**config.mk**
```make
export PLATFORM = sky130hd
export DESIGN_NAME = dmem_arbiter_64
export DESIGN_NICKNAME = d
export VERILOG_FILES = /design/src/rtl/dmem_arbiter_64.sv
export SDC_FILE = /design/constraint.sdc
export NUM_CORES = 1
export LEC_CHECK = 0
export BUFFER_PORTS_ARGS = -buffer_cell sky130_fd_sc_hd__buf_2
export CAP_MARGIN = 10
export CORE_AREA = 2 2 182 184
export CTS_BUF_LIST = sky130_fd_sc_hd__clkbuf_8
export DETAILED_ROUTE_END_ITERATION = 10
export DIE_AREA = 0 0 184 186
export PLACE_DENSITY_LB_ADDON = 0.08
export SYNTH_ARGS = -nofsm -noshare
export SYNTH_HDL_FRONTEND = slang
export SYNTH_SLANG_ARGS = --single-unit
```
**constraint.sdc**
```tcl
create_clock -name clk -period 7.5 [get_ports clk]
set_input_delay 0.75 -clock clk [delete_from_list [all_inputs] [get_ports clk]]
set_output_delay 0.75 -clock clk [all_outputs]
set_load 0.02 [all_outputs]
```
**src/rtl/dmem_arbiter_64.sv**
```systemverilog
// dmem_arbiter_64: arbitrates fetch (f_) and memory-stage (m_) accesses to a
// shared 1024 x 64-bit data memory, with bound checking and fetch anti-starvation.
module dmem_arbiter_64 #(
    parameter logic [63:0] ADDR_LIMIT = 64'd1023,
    parameter int          MEM_LAT    = 2,
    parameter int          STARVE_MAX = 4
) (
    input  logic        clk,
    input  logic        reset,
    input  logic        f_req,
    input  logic [63:0] f_addr,
    output logic        f_gnt,
    output logic        f_valid,
    output logic [63:0] f_rdata,
    output logic        f_err,
    input  logic        m_req,
    input  logic        m_we,
    input  logic [63:0] m_addr,
    input  logic [63:0] m_wdata,
    output logic        m_gnt,
    output logic        m_valid,
    output logic [63:0] m_rdata,
    output logic        m_err,
    output logic        mem_en,
    output logic        mem_we,
    output logic [9:0]  mem_addr,
    output logic [63:0] mem_wdata,
    input  logic [63:0] mem_rdata,
    output logic        busy
);
    localparam logic [3:0] LAT_INIT  = 4'(MEM_LAT);
    localparam logic [3:0] STARVE_LM = 4'(STARVE_MAX);

    typedef enum logic [1:0] {IDLE, ACCESS, ERR} state_t;

    state_t      state, state_n;
    logic        owner, owner_n;          // 1 = memory stage owns the access
    logic        wr, wr_n;                // current access is a write
    logic [3:0]  lat_cnt, lat_n;
    logic [3:0]  starve_cnt, starve_n;

    logic        f_gnt_n, f_valid_n, f_err_n;
    logic        m_gnt_n, m_valid_n, m_err_n;
    logic [63:0] f_rdata_n, m_rdata_n;
    logic        mem_en_n, mem_we_n, busy_n;
    logic [9:0]  mem_addr_n;
    logic [63:0] mem_wdata_n;

    logic        pick_m, pick_f;
    logic [63:0] sel_addr;

    // Register all state and every output; reset abandons any access in flight.
    always_ff @(posedge clk or posedge reset) begin
        if (reset) begin
            state      <= IDLE;
            owner      <= 1'b0;
            wr         <= 1'b0;
            lat_cnt    <= '0;
            starve_cnt <= '0;
            f_gnt      <= 1'b0;
            f_valid    <= 1'b0;
            f_err      <= 1'b0;
            f_rdata    <= '0;
            m_gnt      <= 1'b0;
            m_valid    <= 1'b0;
            m_err      <= 1'b0;
            m_rdata    <= '0;
            mem_en     <= 1'b0;
            mem_we     <= 1'b0;
            mem_addr   <= '0;
            mem_wdata  <= '0;
            busy       <= 1'b0;
        end else begin
            state      <= state_n;
            owner      <= owner_n;
            wr         <= wr_n;
            lat_cnt    <= lat_n;
            starve_cnt <= starve_n;
            f_gnt      <= f_gnt_n;
            f_valid    <= f_valid_n;
            f_err      <= f_err_n;
            f_rdata    <= f_rdata_n;
            m_gnt      <= m_gnt_n;
            m_valid    <= m_valid_n;
            m_err      <= m_err_n;
            m_rdata    <= m_rdata_n;
            mem_en     <= mem_en_n;
            mem_we     <= mem_we_n;
            mem_addr   <= mem_addr_n;
            mem_wdata  <= mem_wdata_n;
            busy       <= busy_n;
        end
    end

    // Next-state and next-output logic; pulses default low, address/data hold.
    always_comb begin
        state_n     = state;
        owner_n     = owner;
        wr_n        = wr;
        lat_n       = lat_cnt;
        starve_n    = starve_cnt;
        f_gnt_n     = 1'b0;
        f_valid_n   = 1'b0;
        f_err_n     = 1'b0;
        f_rdata_n   = '0;
        m_gnt_n     = 1'b0;
        m_valid_n   = 1'b0;
        m_err_n     = 1'b0;
        m_rdata_n   = '0;
        mem_en_n    = 1'b0;
        mem_we_n    = 1'b0;
        mem_addr_n  = mem_addr;
        mem_wdata_n = mem_wdata;
        busy_n      = busy;

        // Memory stage is older and normally wins; a saturated starve count flips it.
        pick_m   = m_req && !(f_req && starve_cnt == STARVE_LM);
        pick_f   = f_req && !pick_m;
        sel_addr = pick_m ? m_addr : f_addr;

        case (state)
            IDLE: begin
                if (pick_m || pick_f) begin
                    owner_n = pick_m;
                    wr_n    = pick_m && m_we;
                    f_gnt_n = pick_f;
                    m_gnt_n = pick_m;
                    busy_n  = 1'b1;
                    if (pick_f)
                        starve_n = '0;
                    else if (f_req && starve_cnt < STARVE_LM)
                        starve_n = starve_cnt + 4'd1;
                    if (sel_addr > ADDR_LIMIT) begin
                        state_n = ERR;
                    end else begin
                        mem_en_n    = 1'b1;
                        mem_we_n    = pick_m && m_we;
                        mem_addr_n  = sel_addr[9:0];
                        mem_wdata_n = pick_m ? m_wdata : '0;
                        lat_n       = LAT_INIT;
                        state_n     = ACCESS;
                    end
                end
            end
            ACCESS: begin
                if (lat_cnt == 4'd0) begin
                    if (owner) begin
                        m_valid_n = 1'b1;
                        m_rdata_n = wr ? '0 : mem_rdata;
                    end else begin
                        f_valid_n = 1'b1;
                        f_rdata_n = mem_rdata;
                    end
                    busy_n  = 1'b0;
                    state_n = IDLE;
                end else begin
                    lat_n = lat_cnt - 4'd1;
                end
            end
            ERR: begin
                if (owner) begin
                    m_valid_n = 1'b1;
                    m_err_n   = 1'b1;
                end else begin
                    f_valid_n = 1'b1;
                    f_err_n   = 1'b1;
                end
                busy_n  = 1'b0;
                state_n = IDLE;
            end
            default: begin
                busy_n  = 1'b0;
                state_n = IDLE;
            end
        endcase
    end
endmodule

```
==> results.json, run 1 <==
{
  "reg2reg_setup_slack_ps": 3920,
  "grt_pass1_wl_um": 40110,
  "routed_wirelength_um": 27040,
  "synth_seq_area_share_pct": 64.74,
  "final_net_count": 1466,
  "syn_area_per_cell_sq_um": 12.17,
  "regArea_sq_mm": 0.005580,
  "cts_hold_repair_buffers": 0,
  "drv_cap": 0,
  "cts_root_buf": "sky130_fd_sc_hd__clkbuf_8",
  "timing_worst_slew_pin_value_ps": 910.5,
  "post_cts_resized": 0,
  "worstHoldPathType": "in2async",
  "rsz0062_at_grt": "no",
  "synthDistinctLibCells": 38,
  "die_h_um": 186,
  "cp.buffers_inverters": 2,
  "largest_net_degree_at_the_start_of_global_routing": 147,
  "worst_skew_pair.late_latency_ps": 540,
  "io_pins": 472,
  "report.final.setup_viol": 0,
  "n_fill_cell": 3273,
  "critPathTopFamily": "compound AO/OA/AOI/OAI gates",
  "syn-cell-area_sq_mm": 0.008620,
  "ys_async_sr_fraction_pct": 100.0,
  "critical_path.endpoint_type": "register",
  "post_drt_wl_per_cell_um": 16.49,
  "syn_inst": 708,
  "cp_cell_sequence": "inv_1 -> ha_1 -> nand4b_1 -> a2111o_1 -> or4_4 -> a21oi_4 -> buf_4 -> mux2i_1",
  "max_h_tree_level": 2,
  "hpwlAfterDp_um": 19520,
  "syn_nets": 976,
  "timing.final.max_slew_violations": 0,
  "vdd_ir_drop_max_uv": 118.8,
  "layout_cell_share_with_drive_strength_beyond_1_pct": 45.28,
  "number_of_routed_nets_with_antenna_violations": 0,
  "critPathRequiredTime_ps": 7940,
  "run_status": "completed",
  "route.vias.total": 6752,
  "clk_transition_reported_paths_ps": 60,
  "slowest_delay_ps": 670,
  "first_iter_violations": 296,
  "fp.dieArea_sq_mm": 0.03422,
  "place.detailed.instances": 1561,
  "slew-limit-headroom_pct": 39.30,
  "multi_input_comb_area_sq_mm": 0.002603,
  "area_delta_synth_final_pct": 41.98,
  "vias_per_cell": 4.117,
  "initial_core_utilization_pct": 26.76,
  "worst_clock_skew_ps": 26.70,
  "max_freq_ghz": 0.2794,
  "cts_tree": "yes",
  "stdcell_count": 1640,
  "portBuffers": 471,
  "path_max_fanout": 39,
  "detail_route.first_pass.iterations": 4,
  "first_global_vias": 6862,
  "leakage_nw": 6.857,
  "setup-tns-final_ps": 0,
  "min_period_ps": 3579,
  "critPathSlowestCell": "sky130_fd_sc_hd__buf_4",
  "die_width_um": 184,
  "crit-reg2reg-capture": "mem_wdata[33]$_DFFE_PP0P_",
  "numCtsBuffers": 43,
  "synthFlopType": "sky130_fd_sc_hd__dfrtp_1",
  "r2r_start": "starve_cnt[0]$_DFFE_PP0P_",
  "row_count": 66,
  "pwr_density_cell_mw_per_mm2": 212.0,
  "worst_hold_slack_ps": 289.3,
  "report.final.hold_viol_count": 0,
  "groute.usage.overall_pct": 15.29,
  "postCtsSetupRepairBufs": 0,
  "global_route.overflow_total": 0,
  "antenna_found_initial": 5,
  "globalplace.congestion": 0.7980,
  "yosys_warnings": 0,
  "worst_ep_arrival_time_ps": 4010,
  "ys_seq_elements": 223,
  "worstRegToRegCells": 8,
  "cp-start-kind": "register",
  "clock_tree.buffer_depth": 3,
  "clkSinkCount": 223,
  "synth-edff-count": 0,
  "core_sq_mm": 0.03221,
  "drc": 0,
  "layout_worst_path_cycle_share_pct": 47.73,
  "criticalPathCategory": "reg2reg"
}
-- routing by layer --
layer	vias to the layer above	global-route usage, %	share of wire, %
met5	-	0	0.19
met4	8	4.736	1.6
met3	47	8.041	12
met2	320	23.25	44
met1	3124	18.73	42
li1	3253	-	-
-- cells in the final DEF, fill, tap and decap left out, drive strengths merged, types with 3 or more instances in the layout --
cell    count
and2      131
buf       477
clkbuf     54
dfrtp     223
ha          7
inv        95
mux2       21
mux2i      65
nand2      78
nand4       8
nor2       11
nor3b       3
nor4       25
o21ai       3
or4         3
-- logic make-up (layout without fill, tap and decap cells) --
| family | count (synthesis) | count (layout) | share of synthesized area (%) |
|---|---|---|---|
| AND/OR/NAND/NOR | 266 | 266 | 16.87 |
| flip-flops | 223 | 223 | 64.74 |
| buffers and inverters | 106 | 628 | 5.226 |
| multiplexers | 86 | 86 | 10.29 |
| AO/OA/AOI/OAI | 20 | 20 | 1.858 |
| adder cells (fa/ha/maj) | 7 | 7 | 1.016 |
| other | 0 | 2 | 0 |
-- sequential cells by signal, summed over array words and instances, names as in the netlist, 2 cells and up --
name        count
state           2
m_rdata        64
starve_cnt      4
mem_wdata      64
lat_cnt         4
f_rdata        64
mem_addr       10
-- Yosys cell counts, drive strengths merged, types with 2 or more instances --
cell type,count,area [sq um]
dfrtp,223,5580
and2,131,819.5
nand2,78,292.8
inv,74,277.8
mux2i,65,650.6
nor4,25,156.4
clkbuf,24,90.09
mux2,21,236.5
nor2,11,41.29
buf,8,82.57
nand4,8,50.05
ha,7,87.58
nor3b,3,22.52
o21ai,3,15.01
or4,3,26.27
a21o,2,15.01
a21oi,2,21.27
a311oi,2,17.52
nor2b,2,12.51
o21a,2,15.01
-- power by group --
group,internal [W],total (W),switching (W)
Combinational,0.0000905,0.000206,0.000115
Clock,0.000645,0.00115,0.000508
Sequential,0.00122,0.00124,0.0000132
-- how the worst max path moves through the flow --
stage	slack, ps	depth (start not counted)	end	startpoint
2_1_floorplan	640	1	busy$_DFFE_PP0P_	reset
3_3_place_gp	3530	7	mem_wdata[20]$_DFFE_PP0P_	f_addr[44]
3_5_place_dp	3450	7	mem_wdata[33]$_DFFE_PP0P_	f_addr[44]
4_1_cts	3840	8	mem_wdata[33]$_DFFE_PP0P_	starve_cnt[0]$_DFFE_PP0P_
5_1_grt	3620	8	mem_wdata[33]$_DFFE_PP0P_	starve_cnt[0]$_DFFE_PP0P_
6_report	3920	8	mem_wdata[33]$_DFFE_PP0P_	starve_cnt[0]$_DFFE_PP0P_
-- per-stage QoR --
step	instance area [sq um]	utilization [%]	total power (W)	setup WS (ps)
3_3_place_gp	11390	35.38	0.001468	3528
4_1_cts	12230	37.98	0.002657	3843
2_1_floorplan	8620	-	0.001353	643.9
6_report	12240	38.00	0.002594	3921
3_5_place_dp	11390	35.38	0.001467	3454
5_1_grt	12230	37.98	0.002736	3624
-- worst reg2reg max path: cells and delay by family (launching register included) --
kind            cells  cell delay, ps
compound gates      2            1080
simple gates        2             800
buf+inv             2             740
flops               1             410
mux                 1             310
fa+ha+maj           1             150
-- final cells by class --
cell class,count,area share [%]
antenna,2,0.04090
tap,408,4.171
clock inverter,23,0.7872
multi-input combinational,379,21.27
sequential,223,45.60
clock buffer,54,6.073
timing repair buffer,477,19.73
inverter,74,2.331
No activity file was read; power rests on OpenSTA's default activity.
==> run 2: changes to the inputs <==
--- a/config.mk
+++ b/config.mk
@@ -7,10 +7,10 @@
 export LEC_CHECK = 0
 export BUFFER_PORTS_ARGS = -buffer_cell sky130_fd_sc_hd__buf_2
 export CAP_MARGIN = 10
-export CORE_AREA = 2 2 182 184
+export CORE_AREA = 2 2 185 187
 export CTS_BUF_LIST = sky130_fd_sc_hd__clkbuf_8
 export DETAILED_ROUTE_END_ITERATION = 10
-export DIE_AREA = 0 0 184 186
+export DIE_AREA = 0 0 187 189
 export PLACE_DENSITY_LB_ADDON = 0.08
 export SYNTH_ARGS = -nofsm -noshare
 export SYNTH_HDL_FRONTEND = slang
==> constraint.sdc (replaced) <==
create_clock -name clk -period 3.08 [get_ports clk]
set_input_delay 0.308 -clock clk [delete_from_list [all_inputs] [get_ports clk]]
set_output_delay 0.308 -clock clk [all_outputs]
set_load 0.02 [all_outputs]
==> run 2 against run 1 <==
  * Clock skew shrank 12 ps
  * Critical path depth is 1 higher
  * Count of clock-buffer cells in the layout increased by 1
  * Total power grew to 2.6 times the previous value
  * Register-to-register slack worse by 3700 ps
  * Global-route usage grew 0.55 points
  * Fmax grew 27%
  * Combinational power grew to 3.2 times the previous value
  * Utilization grew 3.3 points
==> results.json, run 2 (synthesized netlist as in run 1, its figures left out) <==
{
  "max_freq_ghz": 0.3549,
  "report.final.hold_viol_count": 0,
  "first_global_vias": 7874,
  "area_delta_synth_final_pct": 59.46,
  "cts_tree": "yes",
  "clkSinkCount": 223,
  "post_drt_wl_per_cell_um": 15.53,
  "holdPathStages": 2,
  "cts_root_buf": "sky130_fd_sc_hd__clkbuf_8",
  "route.vias.total": 7269,
  "final_common_cell": "sky130_fd_sc_hd__buf_2",
  "worstHoldPathType": "in2reg",
  "groute.usage.overall_pct": 15.84,
  "first_iter_violations": 291,
  "cp-start-kind": "register",
  "slew-limit-headroom_pct": 44.43,
  "timing.final.max_slew_violations": 0,
  "worstRegToRegCells": 9,
  "layout_worst_path_cycle_share_pct": 91.47,
  "largest_net_degree_at_the_start_of_global_routing": 71,
  "layout_top_registers": "f_rdata: 64 flops, m_rdata: 64 flops, mem_wdata: 64 flops",
  "worst_clock_skew_ps": 14.49,
  "die_width_um": 187,
  "io_pins": 472,
  "routed_wirelength_um": 28100,
  "clk_transition_reported_paths_ps": 60,
  "reg2reg_setup_slack_ps": 260,
  "worst_hold_slack_ps": 29.88,
  "path_max_fanout": 33,
  "timing_worst_slew_pin_value_ps": 831.8,
  "layout_cell_share_with_drive_strength_beyond_1_pct": 42.13,
  "crit-reg2reg-capture": "mem_wdata[17]$_DFFE_PP0P_",
  "stdcell_count": 1810,
  "antenna_found_initial": 2,
  "worst_ep_arrival_time_ps": 3280,
  "cts_hold_repair_buffers": 123,
  "run_status": "completed",
  "n_fill_cell": 3299,
  "slowest_delay_ps": 550,
  "final_net_count": 1599,
  "detail_route.first_pass.iterations": 4,
  "postCtsSetupRepairBufs": 0,
  "hold_path_startpoint": "mem_rdata[57]",
  "rsz0062_at_grt": "no",
  "place.detailed.instances": 1612,
  "globalplace.congestion": 0.7869,
  "vdd_ir_drop_max_uv": 331.8,
  "die_h_um": 189,
  "cp_cell_sequence": "inv_1 -> ha_1 -> nand4b_1 -> a2111o_1 -> or4_4 -> a21oi_4 -> buf_12 -> buf_12 -> mux2i_1",
  "critical_path.endpoint_type": "register",
  "critPathRequiredTime_ps": 3540,
  "fp.dieArea_sq_mm": 0.03534,
  "numCtsBuffers": 42,
  "critPathMostFrequentCell": "sky130_fd_sc_hd__buf_12",
  "layout_common_cells": "sky130_fd_sc_hd__buf_2, sky130_fd_sc_hd__dfrtp_1, sky130_fd_sc_hd__and2_1, sky130_fd_sc_hd__dlygate4sd3_1, sky130_fd_sc_hd__inv_1",
  "drc": 0,
  "drv_cap": 0,
  "pwr_density_cell_mw_per_mm2": 491.6,
  "r2r_start": "starve_cnt[0]$_DFFE_PP0P_",
  "max_h_tree_level": 2,
  "critPathSlowestCell": "sky130_fd_sc_hd__or4_4",
  "post_cts_resized": 0,
  "portBuffers": 471,
  "whs_endpoint": "f_rdata[57]$_DFF_PP0_",
  "global_route.overflow_total": 0,
  "report.final.setup_viol": 0,
  "core_sq_mm": 0.03328,
  "initial_core_utilization_pct": 25.90,
  "clock_tree.buffer_depth": 3,
  "vias_per_cell": 4.016,
  "row_count": 67,
  "criticalPathCategory": "reg2reg",
  "leakage_nw": 7.448,
  "min_period_ps": 2817,
  "number_of_routed_nets_with_antenna_violations": 0,
  "worst_skew_pair.late_latency_ps": 550,
  "grt_pass1_wl_um": 44280,
  "hpwlAfterDp_um": 20440
}
[run 2: stage by stage]
step	TNS (ps)	total power (W)	utilization [%]	worst slack [ps]	area, sq um
floorplan	-30780	0.003296	-	-138.0	8623
global placement	0	0.003596	34.85	274.1	11600
detailed placement	0	0.003591	34.85	182.0	11600
CTS	0	0.006895	41.28	273.4	13740
global route	0	0.007091	41.29	109.8	13740
finish	0	0.006757	41.30	262.6	13740
[run 2: cell type report]
cell class / instances / area (sq um) / area share (%)
multi-input cells: 379 / 2603 / 18.93
flip-flops and latches: 223 / 5580 / 40.60
well taps: 448 / 560.5 / 4.078
clock buffers: 55 / 757.0 / 5.508
inverters: 74 / 281.5 / 2.048
diodes: 2 / 5.005 / 0.03641
clock inverters: 18 / 153.9 / 1.120
repair buffers: 611 / 3804 / 27.67
[run 2: worst max-delay path, delay by kind of cell, from the launching register on]
family                     cells  cell delay, ps
adders and majority gates      1             150
and+or+nand+nor                2             730
DFF                            1             400
AOI/OAI and AO/OA              2             650
buffers and inverters          3             550
muxes                          1             220
[run 2: how the worst max path moves through the flow]
stage	from	endpoint	slack, ps	cells past startpoint
CTS	starve_cnt[0]$_DFFE_PP0P_	mem_wdata[35]$_DFFE_PP0P_	270	9
global placement	f_addr[44]	mem_wdata[25]$_DFFE_PP0P_	270	8
floorplan	reset	busy$_DFFE_PP0P_	-140	1
detailed placement	f_addr[44]	mem_wdata[35]$_DFFE_PP0P_	180	8
global route	starve_cnt[0]$_DFFE_PP0P_	mem_wdata[16]$_DFFE_PP0P_	110	9
finish	starve_cnt[0]$_DFFE_PP0P_	mem_wdata[17]$_DFFE_PP0P_	260	9
[run 2: layer usage]
layer | wire, um | global-route usage [%] | vias up | share of wire, %
li1 | - | - | 3517 | -
met3 | 3151 | 7.266 | 50 | 11
met2 | 12540 | 24.54 | 328 | 45
met1 | 11690 | 19.48 | 3374 | 42
met5 | 0 | 0 | - | 0
met4 | 722 | 5.525 | 0 | 2.6
[run 2: power by group]
group | switching, W | internal, W | total (W)
clock network | 0.00126 | 0.00184 | 0.00310
registers | 0.0000311 | 0.00298 | 0.00301
logic | 0.000313 | 0.000336 | 0.000650
==> run 3: changes to the inputs <==
==> config.mk (replaced) <==
export PLATFORM = sky130hd
export DESIGN_NAME = dmem_arbiter_64
export DESIGN_NICKNAME = d
export VERILOG_FILES = /design/src/rtl/dmem_arbiter_64.sv
export SDC_FILE = /design/constraint.sdc
export NUM_CORES = 1
export LEC_CHECK = 0
export CAP_MARGIN = 10
export CORE_AREA = 2 2 182 184
export CTS_BUF_LIST = sky130_fd_sc_hd__clkbuf_8
export DETAILED_ROUTE_END_ITERATION = 10
export DIE_AREA = 0 0 184 186
export DONT_BUFFER_PORTS = 1
export GPL_ROUTABILITY_DRIVEN = 1
export PLACE_DENSITY = 0.46
export SYNTH_ARGS = -nofsm -noshare
export SYNTH_HDL_FRONTEND = slang
export SYNTH_SLANG_ARGS = --single-unit
==> run 3 against run 2 <==
  * Clock power shrank 18%
  * Utilization down 6.5 points
  * Count of clock-buffer cells in the layout fell by 9
  * Total power is 11% lower
  * Global-route usage down 1.9 points
  * First-iteration DRC count decreased by 41%
  * Sequential power barely moved
  * Hold slack better by 24 ps
  * Die area fell by 3.2%
  * Register-to-register slack got worse by 40 ps
  * Non-clock buffer count shrank 461
  * Combinational power shrank 31%
==> results.json, run 3 (synthesized netlist as in run 1, its figures left out) <==
{
  "worst_clock_skew_ps": 24.81,
  "drv_cap": 0,
  "cp-start-kind": "register",
  "worstRegToRegCells": 9,
  "vdd_ir_drop_max_uv": 281.5,
  "run_status": "completed",
  "rsz0062_at_grt": "no",
  "cp_cell_sequence": "inv_1 -> ha_1 -> nand4b_1 -> a2111o_1 -> or4_4 -> a21oi_4 -> buf_12 -> buf_12 -> mux2i_1",
  "vias_per_cell": 4.362,
  "path_max_fanout": 23,
  "final_common_cell": "sky130_fd_sc_hd__dfrtp_1",
  "critPathSlowestCell": "sky130_fd_sc_hd__or4_4",
  "grt_pass1_wl_um": 36160,
  "die_h_um": 186,
  "report.final.setup_viol": 0,
  "clock_tree.buffer_depth": 3,
  "slew-limit-headroom_pct": 44.59,
  "layout_cell_share_with_drive_strength_beyond_1_pct": 10.54,
  "clkSinkCount": 223,
  "die_width_um": 184,
  "antenna_found_initial": 4,
  "leakage_nw": 5.408,
  "r2r_start": "starve_cnt[0]$_DFFE_PP0P_",
  "layout_worst_path_cycle_share_pct": 92.79,
  "numCtsBuffers": 38,
  "whs_endpoint": "mem_addr[9]$_DFFE_PP0P_",
  "worst_skew_pair.late_latency_ps": 530,
  "slowest_delay_ps": 540,
  "post-route-util_pct": 34.84,
  "critPathRequiredTime_ps": 3520,
  "critical_path.endpoint_type": "register",
  "hpwlAfterDp_um": 17770,
  "worst_ep_arrival_time_ps": 3300,
  "first_global_vias": 6236,
  "max_h_tree_level": 2,
  "postCtsSetupRepairBufs": 0,
  "drc": 0,
  "place.detailed.instances": 1102,
  "timing_worst_slew_pin_value_ps": 822.5,
  "cts_root_buf": "sky130_fd_sc_hd__clkbuf_8",
  "hold_path_startpoint": "f_addr[9]",
  "layout_top_registers": "f_rdata: 64 flops, m_rdata: 64 flops, mem_wdata: 64 flops",
  "groute.usage.overall_pct": 13.98,
  "setup-tns-final_ps": 0,
  "portBuffers": 0,
  "io_pins": 472,
  "number_of_routed_nets_with_antenna_violations": 0,
  "max_freq_ghz": 0.3499,
  "n_fill_cell": 3185,
  "initial_core_utilization_pct": 26.76,
  "cp.buffers_inverters": 3,
  "largest_net_degree_at_the_start_of_global_routing": 70,
  "core_sq_mm": 0.03221,
  "fp.dieArea_sq_mm": 0.03422,
  "detail_route.first_pass.iterations": 4,
  "holdPathStages": 2,
  "row_count": 66,
  "routed_wirelength_um": 24920,
  "reg2reg_setup_slack_ps": 220,
  "criticalPathCategory": "reg2reg",
  "critPathMostFrequentCell": "sky130_fd_sc_hd__buf_12",
  "cts_tree": "yes",
  "global_route.overflow_total": 0,
  "clk_transition_reported_paths_ps": 60,
  "final_net_count": 1134,
  "globalplace.congestion": 0.9955,
  "first_iter_violations": 172,
  "area_delta_synth_final_pct": 30.19,
  "pwr_density_cell_mw_per_mm2": 537.3,
  "layout_common_cells": "sky130_fd_sc_hd__dfrtp_1, sky130_fd_sc_hd__dlygate4sd3_1, sky130_fd_sc_hd__and2_1, sky130_fd_sc_hd__inv_1, sky130_fd_sc_hd__nand2_1",
  "stdcell_count": 1301,
  "worstHoldPathType": "in2reg",
  "crit-reg2reg-capture": "mem_wdata[5]$_DFFE_PP0P_",
  "post_drt_wl_per_cell_um": 19.15,
  "timing.final.max_slew_violations": 0,
  "route.vias.total": 5675,
  "report.final.hold_viol_count": 0,
  "min_period_ps": 2858,
  "total_power_w": 0.006029,
  "critPathTopFamily": "simple AND/OR/NAND/NOR gates"
}
## run 3: cell types whose count changed in the layout (fill, tap and decap cells not counted), sizes merged, moves of 3 or more
| cell | before | now |
|---|---|---|
| buf | 488 | 18 |
| bufinv | 3 | 0 |
| clkbuf | 55 | 46 |
| dlygate4sd3 | 123 | 132 |
| inv | 84 | 87 |
## run 3: area by class of cell
cell class                      instances  area [sq um]  area share (%)
Clock buffer                           46         633.1           5.642
Antenna cell                            1         2.502         0.02230
Clock inverter                         20         92.59          0.8251
Timing Repair Buffer                  150          1519           13.54
Sequential cell                       223          5580           49.73
Multi-Input combinational cell        379          2603           23.19
Inverter                               74         281.5           2.509
Tap cell                              408         510.5           4.549
## run 3: routing by layer
layer	track usage, %	wire length, um
met4	4.352	464
met5	0	44
met3	9.039	3720
met2	21.65	10970
met1	15.74	9723
## run 3: worst max-delay path by stage
| stage | cells after the start | to | slack, ps | from |
|---|---|---|---|---|
| after detailed placement | 9 | mem_wdata[5]$_DFFE_PP0P_ | 230 | starve_cnt[0]$_DFFE_PP0P_ |
| final | 9 | mem_wdata[5]$_DFFE_PP0P_ | 220 | starve_cnt[0]$_DFFE_PP0P_ |
| after global placement | 7 | mem_wdata[22]$_DFFE_PP0P_ | 280 | f_addr[44] |
| after global routing | 9 | mem_wdata[14]$_DFFE_PP0P_ | 70 | starve_cnt[0]$_DFFE_PP0P_ |
| after floorplan | 1 | busy$_DFFE_PP0P_ | -140 | reset |
| after CTS | 9 | mem_wdata[5]$_DFFE_PP0P_ | 220 | starve_cnt[0]$_DFFE_PP0P_ |
## run 3: stage by stage
step | worst slack, ps | hold slack (ps) | area, sq um
2_1_floorplan | -138.0 | 431.2 | 8623
3_3_place_gp | 283.3 | 377.4 | 9173
3_5_place_dp | 226.8 | 366.8 | 9173
4_1_cts | 222.6 | 1.328 | 11220
5_1_grt | 68.47 | 16.77 | 11220
6_report | 222.1 | 54.12 | 11220
## run 3: repair_timing
action / CTS / global route
endpoints found under the hold margin: 228 / 0
hold buffers: 132 / 0
resized for setup: 0 / 0
## run 3: where the power goes
part	total [W]	switching (W)	internal, W
sequential	0.00304	0.0000623	0.00297
clock	0.00254	0.00119	0.00135
combinational	0.000450	0.000235	0.000214
total	0.00603	0.00149	0.00454
